**config.mk**
```make
export PLATFORM = sky130hd
export DESIGN_NAME = jtdsp16_sio_sched
export DESIGN_NICKNAME = d
export VERILOG_FILES = /design/src/rtl/jtdsp16_pkg.sv /design/src/rtl/jtdsp16_fifo.sv /design/src/rtl/jtdsp16_sio_sched.sv
export SDC_FILE = /design/constraint.sdc
export NUM_CORES = 1
export LEC_CHECK = 0
export ABC_AREA = 1
export ABC_CLOCK_PERIOD_IN_PS = 3000
export CAP_MARGIN = 20
export CORE_MARGIN = 2
export CORE_UTILIZATION = 56
export CTS_CLUSTER_DIAMETER = 120
export CTS_CLUSTER_SIZE = 40
export DETAILED_ROUTE_END_ITERATION = 16
export GPL_ROUTABILITY_DRIVEN = 0
export PLACE_DENSITY = 0.84
export SLEW_MARGIN = 25
export SYNTH_ARGS = -nofsm -noshare
export SYNTH_HDL_FRONTEND = slang
export SYNTH_SLANG_ARGS = --single-unit
```
**constraint.sdc**
```tcl
create_clock -name clk -period 3 [get_ports clk]
set_clock_uncertainty 0.2 [all_clocks]
set_input_delay 0.75 -clock clk [delete_from_list [all_inputs] [get_ports clk]]
set_output_delay 0.75 -clock clk [all_outputs]
set_load 0.005 [all_outputs]
```
**src/rtl/jtdsp16_pkg.sv**
```systemverilog
// jtdsp16_pkg: SIO register-select codes, SIOC default and scheduler states.
// Revision: 1.0
`default_nettype none

package jtdsp16_pkg;

  localparam logic [2:0]  RF_SIOC       = 3'd0;
  localparam logic [2:0]  RF_SRTA       = 3'd1;
  localparam logic [2:0]  RF_SDX        = 3'd2;
  localparam logic [15:0] SIOC_INIT_DEF = 16'h02E8;

  typedef enum logic [2:0] {
    ST_INIT = 3'd0,
    ST_IDLE = 3'd1,
    ST_SRTA = 3'd2,
    ST_SDX  = 3'd3,
    ST_HOLD = 3'd4
  } state_t;

endpackage

`default_nettype wire

```
**src/rtl/jtdsp16_fifo.sv**
```systemverilog
// jtdsp16_fifo: synchronous FIFO with occupancy output; full/empty told apart by level.
// Revision: 1.0
`default_nettype none

module jtdsp16_fifo #(
  parameter int WIDTH = 24,
  parameter int DEPTH = 4
) (
  input  logic                     clk,
  input  logic                     rst,
  input  logic                     push_i,
  input  logic                     pop_i,
  input  logic [WIDTH-1:0]         wdata_i,
  output logic [WIDTH-1:0]         rdata_o,
  output logic [$clog2(DEPTH):0]   level_o
);

  localparam int AW = $clog2(DEPTH);
  localparam int LW = AW + 1;
  localparam logic [LW-1:0] FULL_LVL = LW'(DEPTH);

  logic [WIDTH-1:0] mem_q [DEPTH];
  logic [AW-1:0]    wr_ptr_q, rd_ptr_q;
  logic [LW-1:0]    level_q, level_d;
  logic             w_push, w_pop;

  assign w_push  = push_i && (level_q != FULL_LVL);
  assign w_pop   = pop_i && (level_q != '0);
  assign rdata_o = mem_q[rd_ptr_q];
  assign level_o = level_q;

  always_comb begin
    level_d = level_q;
    case ({w_push, w_pop})
      2'b10:   level_d = level_q + 1'b1;
      2'b01:   level_d = level_q - 1'b1;
      default: level_d = level_q;
    endcase
  end

  always_ff @(posedge clk) begin
    if (w_push) mem_q[wr_ptr_q] <= wdata_i;
  end

  // Power-of-two depth makes the natural pointer overflow the modulo wrap.
  always_ff @(posedge clk or posedge rst) begin
    if (rst) begin
      wr_ptr_q <= '0;
      rd_ptr_q <= '0;
      level_q  <= '0;
    end else begin
      if (w_push) wr_ptr_q <= wr_ptr_q + 1'b1;
      if (w_pop)  rd_ptr_q <= rd_ptr_q + 1'b1;
      level_q <= level_d;
    end
  end

endmodule

`default_nettype wire

```
**src/rtl/jtdsp16_sio_sched.sv**
```systemverilog
// jtdsp16_sio_sched: queues {addr,data} words and feeds them to the DSP16 SIO
// as SIOC/SRTA/SDX immediate loads, skipping SRTA when the address repeats.
`default_nettype none

module jtdsp16_sio_sched
  import jtdsp16_pkg::*;
#(
  parameter int          DEPTH     = 4,
  parameter logic [15:0] SIOC_INIT = SIOC_INIT_DEF
) (
  input  logic                   clk,
  input  logic                   rst,
  input  logic                   ph1,
  input  logic                   req_valid,
  output logic                   req_ready,
  input  logic [7:0]             req_addr,
  input  logic [15:0]            req_data,
  input  logic                   obe,
  output logic                   sio_load,
  output logic [2:0]             r_field,
  output logic [15:0]            load_data,
  output logic                   busy,
  output logic [$clog2(DEPTH):0] level
);

  localparam int LW = $clog2(DEPTH) + 1;
  localparam logic [LW-1:0] FULL_LVL = LW'(DEPTH);

  state_t      state_q, state_d;
  logic [7:0]  last_addr_q, last_addr_d;
  logic        addr_valid_q, addr_valid_d;
  logic        w_pop;
  logic [23:0] w_head;
  logic [7:0]  w_head_addr;
  logic [15:0] w_head_data;

  assign req_ready   = (level != FULL_LVL);
  assign busy        = (state_q != ST_IDLE) || (level != '0);
  assign w_head_addr = w_head[23:16];
  assign w_head_data = w_head[15:0];

  jtdsp16_fifo #(
    .WIDTH (24),
    .DEPTH (DEPTH)
  ) u_fifo (
    .clk     (clk),
    .rst     (rst),
    .push_i  (req_valid && req_ready),
    .pop_i   (w_pop),
    .wdata_i ({req_addr, req_data}),
    .rdata_o (w_head),
    .level_o (level)
  );

  always_comb begin
    state_d      = state_q;
    last_addr_d  = last_addr_q;
    addr_valid_d = addr_valid_q;
    sio_load     = 1'b0;
    r_field      = RF_SIOC;
    load_data    = '0;
    w_pop        = 1'b0;
    case (state_q)
      ST_INIT: begin
        if (ph1) begin
          sio_load  = 1'b1;
          load_data = SIOC_INIT;
          state_d   = ST_IDLE;
        end
      end
      ST_IDLE: begin
        if (ph1 && obe && (level != '0))
          state_d = (!addr_valid_q || (w_head_addr != last_addr_q)) ? ST_SRTA : ST_SDX;
      end
      // Loads stall while obe is low so the SIO buffer is never overwritten.
      ST_SRTA: begin
        if (ph1 && obe) begin
          sio_load     = 1'b1;
          r_field      = RF_SRTA;
          load_data    = {8'h00, w_head_addr};
          last_addr_d  = w_head_addr;
          addr_valid_d = 1'b1;
          state_d      = ST_SDX;
        end
      end
      ST_SDX: begin
        if (ph1 && obe) begin
          sio_load  = 1'b1;
          r_field   = RF_SDX;
          load_data = w_head_data;
          w_pop     = 1'b1;
          state_d   = ST_HOLD;
        end
      end
      ST_HOLD: begin
        if (ph1) state_d = ST_IDLE;
      end
      default: state_d = ST_INIT;
    endcase
  end

  always_ff @(posedge clk or posedge rst) begin
    if (rst) begin
      state_q      <= ST_INIT;
      last_addr_q  <= 8'h00;
      addr_valid_q <= 1'b0;
    end else begin
      state_q      <= state_d;
      last_addr_q  <= last_addr_d;
      addr_valid_q <= addr_valid_d;
    end
  end

endmodule

`default_nettype wire

```
==> summary.md, run 1 <==
| Metric | Value |
|---|---|
| Status | `finished with violations` |
| Failing checks | `setup timing` |
| Post-synth top area cell | `edfxtp_1` |
| FMAX | `about 0.33 GHz` |
| CTS Sinks | `115` |
| Root buffer cell | `clkbuf_8` |
| Most frequent cells after synthesis | `96 x edfxtp_1, 80 x nand2_1, 63 x nor2_1` |
| Unique masters post-synth | `26` |
| Req. time, crit path | `2050 ps` |
| Placed instance count | `583` |
| Worst hold start | `u_fifo.level_o[2]` |
| GRT Total Usage | `0.311` |
| Via density per instance | `6.24` |
| Initial antenna violation count | `0` |
| Fin. max-slew vios | `0` |
| Yosys reg bits | `115` |
| Clk buf depth | `2` |
| Tcrit/Tclk final | `1.02` |
| Final nets | `562` |
| Post-route ant nets | `0` |
| Sequential cell area | `3360 µm²` |
| Slew headroom | `0.396` |
| Initial Util | `0.580` |
| ANT cells | `0` |
| Finished Layout Cells | `645` |
| # fillers | `434` |
| Worst Path Max Fanout | `25` |
| Largest net degree at the start of global routing | `26` |
| Ys flop type | `edfxtp_1` |
| Final Hold Vio Count | `0` |
| Mapped Area | `4790 µm²` |
| Power Density | `1060 nW/µm²` |
| Final worst slack | `-52.5 ps` |
| Vias in the first global route | `3829` |
| Setup TNS | `-95.1 ps` |
| Final setup vio count | `4` |
| Die footprint | `9300 µm²` |
| H-tree depth | `4` |
| Layout cells sized above 1 | `0.230` |
| Gr ovfl total | `0` |
| R2R Setup Slk | `around 360 ps` |
| Avg Cell Area, Syn | `11.3 µm²` |
| Width of the die | `96.5 µm` |
| Top-count cell post-synth | `edfxtp_1` |
| DR pass1 iterations | `6` |
| # Max-Cap Violations | `0` |
| Hold_ws | `335 ps` |
| CORE AREA | `about 8300 µm²` |
| Post-Route WL | `14.9 mm` |
| Drt wl/cell | `23.1 µm` |
| Kind of critical path | `register to output port` |
| Max VDD drop | `0.000630 V` |
| Port Buf Inserts | `52` |
| Sequential fraction of the synthesis area | `0.702` |
| # IOs | `54` |
| RSZ-0062 raised after global routing | `true` |
| Die height | `96.5 µm` |
| Multi-input gate area | `between 1000 and 1500 µm²` |
| CTS Buf Count | `17` |
| Async SR Flop Fraction | `0.165` |
| CP Capture Type | `output port` |
| Initial DRC count | `628` |
| Leakage power | `~2.7 nW` |
| TritonCTS clock tree | `built` |
| Row count | `33` |
| Top post-synthesis cells by area | `edfxtp_1 60%, dfrtp_1 9.9%, nand2_1 6.3%, nor2_1 4.9%, o21ai_0 4.9%` |
| Yosys synthesis warning count | `0` |
| CP Data Arrival Time | `2100 ps` |
| Syn Nets | `approximately 460` |
| Slew @ Worst Pin | `904 ps` |
| HPWL Detailed | `6.55 mm` |
| Path category of the worst min-delay check | `register to register` |
| Worst setup path start | `u_fifo.rd_ptr_q[0]` |
| Final Power | `7.02 mW` |
| Post-synth top area share | `0.602` |
| First-pass GRT wire length | `20.4 mm` |
| Crit path launch type | `register` |
| DRC | `0` |
| EDFF count, synth | `96` |
| R2R Path Start | `state_q[0]` |
| Vias after detailed routing | `4027` |
| Hold_buf cts | `0` |
| Cells after Synth | `423` |
| Reg clk slew, reported paths | `60 ps` |
| Tmin final | `3050 ps` |
| Pre-CTS worst setup slack | `-444 ps` |
| Worst-Skew Late Latency | `520 ps` |
| P&R area growth vs syn | `37.8%` |
power by group:
part,internal [mW],switching (mW)
clock,1.27,0.769
combinational,1.00,1.60
sequential,2.15,0.221
per-stage QoR:
step	area [µm²]	utilization
finish	6600	0.799
global route	6600	0.799
CTS	6420	0.778
detailed placement	5530	0.670
global placement	5530	0.670
floorplan	4790	-
routing by layer:
layer / wire length, µm / GRT usage / vias to the layer above
met5: 0 / 0 / -
met4: 851 / 0.163 / 0
met3: 1720 / 0.0768 / 89
met2: 7240 / 0.506 / 380
met1: 5070 / 0.389 / 1878
li1: - / - / 1680
cell type report:
type / count / share of cell area
Tap cell: 105 / 0.0199
Timing Repair Buffer: 101 / 0.151
Clock inverter: 15 / 0.0279
Timing Repair inverter: 1 / 0.00133
Sequential cell: 115 / 0.510
Multi-Input combinational cell: 265 / 0.209
Inverter: 26 / 0.0182
Clock buffer: 17 / 0.0628
repair_timing:
| action | in CTS | in global routing |
|---|---|---|
| gates cloned | 3 | 2 |
| gates resized for setup | 63 | 41 |
| pin swaps | 5 | 5 |
| setup buffers | 16 | 11 |
| setup endpoints to repair | 19 | 17 |
placed cells by master, fill, tap and decap left out, drive strengths merged:
cell type	synthesis	routed
xnor2	2	2
xor2	3	3
conb	1	1
o21bai	1	1
inv	25	25
clkdlybuf4s50	0	31
o21a	1	1
o22ai	9	9
edfxtp	96	96
dfrtp	19	19
o31ai	1	1
bufinv	0	3
clkinv	1	11
a21oi	9	9
nor2	64	64
buf	12	48
and2	1	1
ha	5	5
dlymetal6s2s	0	2
clkbuf	5	21
clkdlybuf4s15	0	5
dlygate4sd2	0	11
o21ai	47	47
or2	1	1
nand2	80	80
clkinvlp	0	3
nor3	2	2
nand3	37	37
fa	1	1
critical path, stage by stage, from the launching register on:
cell,delay (ps)
dfrtp_2,480
buf_6,280
o21ai_1,140
o22ai_1,250
nand2_1,130
nand3_1,90
clkdlybuf4s15_1,200
final timing paths:
| kind | endpoint | cells past startpoint |
|---|---|---|
| hold reg to reg | u_fifo.level_o[2] | 1 |
| min in group asynchronous | state_q[1] | 2 |
| hold / removal | u_fifo.level_o[2] | 1 |
| setup / recovery | load_data[6] | 6 |
| max in group asynchronous | u_fifo.rd_ptr_q[0] | 2 |
| setup reg to reg | u_fifo.level_o[2] | 11 |
state kept, by name (all words and copies together) (netlist names):
name	cells
addr_valid_q	1
last_addr_q	8
state_q	3
u_fifo.level_o	3
u_fifo.mem_q	96
u_fifo.rd_ptr_q	2
u_fifo.wr_ptr_q	2
cells by family after synthesis:
logic type / after synthesis / synth area share
buffers and inverters: 43 / 0.0395
adder cells (fa/ha/maj): 6 / 0.0173
other: 1 / 0.000783
AO/OA/AOI/OAI: 68 / 0.0750
flip-flops: 115 / 0.702
XOR/XNOR: 5 / 0.00915
AND/OR/NAND/NOR: 185 / 0.157
Power figures use the tool's default switching activity.
==> inputs of run 2 (changes only) <==
Settings changed: CORE_UTILIZATION 56 to 58, CTS_BUF_LIST set to sky130_fd_sc_hd__clkbuf_8, HOLD_SLACK_MARGIN set to 0.15, PLACE_DENSITY 0.84 to 0.86.
==> run 2 against run 1 <==
  * The run now ends clean
  * Clock power down 22%
  * Routed wire length down 12%
  * Critical path depth up 4
  * First-iteration DRC count down 11%
  * Non-clock buffer count down 16
  * Sequential share of layout area up 2.6 points
  * Cell count down 2.6%
  * Core utilization down 2.5 points
  * Final area down 5.0%
  * Sequential power about the same
  * Via count down 6.2%
  * Critical path type unchanged
==> summary.md, run 2 (synthesis results as in run 1) <==
| Metric | Value |
|---|---|
| Largest net degree at the start of global routing | `51 (+96%)` |
| Worst Path Max Fanout | `4 (-84%)` |
| HPWL Detailed | `6.36 mm (-3.0%)` |
| Initial antenna violation count | `0 (unchanged)` |
| Clk buf depth | `2 (unchanged)` |
| DR pass1 iterations | `7 (+1)` |
| Die footprint | `9000 µm² (-3.3%)` |
| Multi-input gate area | `1380 µm² (about the same)` |
| ANT cells | `0 (unchanged)` |
| Vias in the first global route | `3576 (-6.6%)` |
| # fillers | `462 (+6.5%)` |
| Slew headroom | `0.458 (+0.0615)` |
| R2R Setup Slk | `410 ps (+50 ps)` |
| Max VDD drop | `0.000580 V (-8.0%)` |
| Most common cell after layout, fill and taps aside | `edfxtp_1` |
| TritonCTS clock tree | `built` |
| Initial Util | `0.592 (+0.0118)` |
| Path category of the worst min-delay check | `register to register` |
| Most frequent cells in the layout | `96 x edfxtp_1, 75 x nand2_1, 57 x nor2_1, 46 x o21ai_0, 32 x clkdlybuf4s50_1` |
| CTS Buf Count | `17 (unchanged)` |
| H-tree depth | `4 (unchanged)` |
| Critical R2R Capture | `u_fifo.level_o[2]` |
| Tcrit/Tclk final | `0.973 (-0.0448)` |
| CP Data Arrival Time | `1970 ps (-130 ps)` |
| Gr ovfl total | `0 (unchanged)` |
| FMAX | `0.343 GHz (+4.6%)` |
| R2R Path Start | `state_q[2]` |
| Worst setup path start | `state_q[2]` |
| # Max-Cap Violations | `0 (unchanged)` |
| Row count | `33 (unchanged)` |
| Req. time, crit path | `2050 ps (about the same)` |
| CORE AREA | `8090 µm² (-2.0%)` |
| Status | `complete, no violations` |
| Setup crit end | `load_data[4]` |
| First-pass GRT wire length | `19.0 mm (-6.9%)` |
| Sequential cell area | `3360 µm² (about the same)` |
| Post-route ant nets | `0 (unchanged)` |
| CP Capture Type | `output port` |
| Kind of critical path | `register to output port` |
| Final Core Density | `0.774 (-0.0245)` |
| Tmin final | `2920 ps (-134 ps)` |
| Port Buf Inserts | `52 (unchanged)` |
| DP Area | `5530 µm² (unchanged)` |
| Worst-Skew Late Latency | `420 ps (-100 ps)` |
| Leakage power | `2.49 nW (-6.9%)` |
| Initial DRC count | `562 (-11%)` |
| Max FFs per register | `96 (unchanged)` |
| Final nets | `545 (-3.0%)` |
| Fin. max-slew vios | `0 (unchanged)` |
| # IOs | `54 (unchanged)` |
| Via density per instance | `6.01 (-3.7%)` |
| Width of the die | `94.9 µm (-1.7%)` |
| Die height | `94.9 µm (-1.7%)` |
| Power Density | `987 nW/µm² (-7.2%)` |
| Vias after detailed routing | `3777 (-6.2%)` |
| Reg clk slew, reported paths | `70 ps (about the same)` |
| CTS Sinks | `115 (unchanged)` |
| Slew @ Worst Pin | `812 ps (-92.1 ps)` |
| Setup TNS | `0 ps (+95.1 ps)` |
| Design area | `6270 µm² (-5.0%)` |
| GRT Total Usage | `0.293 (-0.0179)` |
| Layout cells sized above 1 | `0.199 (-0.0308)` |
| Root buffer cell | `clkbuf_8` |
| Worst r2r path cells | `12 (+1)` |
| Final setup vio count | `0 (-4)` |
| Crit path launch type | `register` |
| Post-Route WL | `13.1 mm (-12%)` |
| Worst hold start | `u_fifo.level_o[2]` |
| Final Hold Vio Count | `0 (unchanged)` |
| Drt wl/cell | `20.8 µm (-9.7%)` |
| Largest regs | `u_fifo.mem_q (96), last_addr_q (8)` |
| Largest Register | `u_fifo.mem_q` |
| DRC | `0 (unchanged)` |
| Hold_buf cts | `0 (unchanged)` |
| P&R area growth vs syn | `30.9%` |
run 2: layer usage:
layer  track usage  wire length (µm)
met3        0.0670              1420
met2         0.477              6340
met1         0.384              4850
met4         0.122               478
met5             0                 0
run 2: layout make-up:
type                            count  share of cell area
Clock buffer                       17              0.0373
Clock inverter                     15              0.0331
Inverter                           26              0.0172
Multi-Input combinational cell    265               0.220
Sequential cell                   115               0.536
Tap cell                          105              0.0210
Timing Repair Buffer               85               0.135
run 2: critical path, cell delays in order (launching register included):
cell and delay (ps):
dfrtp_1 400, inv_2 110, nand2_2 100, nor2_2 110, inv_1 80, nor2_4 160
buf_12 140, buf_8 110, nand3_4 80, nand2_2 70, clkdlybuf4s15_2 190
run 2: worst min path at each step:
| stage | endpoint | slack (ps) | cells past startpoint |
|---|---|---|---|
| final | u_fifo.level_o[2] | 330 | 1 |
| after detailed placement | addr_valid_q | 260 | 1 |
| after global placement | addr_valid_q | 260 | 1 |
| after floorplan | addr_valid_q | 240 | 1 |
| after global routing | u_fifo.level_o[0] | 350 | 1 |
| after CTS | addr_valid_q | 300 | 1 |
run 2: repair_timing:
item | 4_1_cts | 5_1_grt
cloned | 1 | 1
buffers inserted | 10 | 1
pin swaps | 4 | 5
setup endpoints to repair | 19 | 18
resized for setup | 52 | 28
run 2: where the power goes:
| group | total (mW) | internal (mW) | switching, mW |
|---|---|---|---|
| registers | 2.34 | 2.15 | 0.193 |
| logic | 2.25 | 0.804 | 1.45 |
| clock network | 1.60 | 0.913 | 0.683 |
| total | 6.18 | 3.86 | 2.32 |
run 2: stage by stage:
step	hold WS, ps	total power [mW]	instances	worst slack, ps
after floorplan	240	3.49	423	440
after detailed placement	259	4.21	583	-431
after global routing	347	6.45	628	-12.2
final	334	6.18	628	81.9
after CTS	305	5.88	626	-64.3
after global placement	255	4.12	583	-381
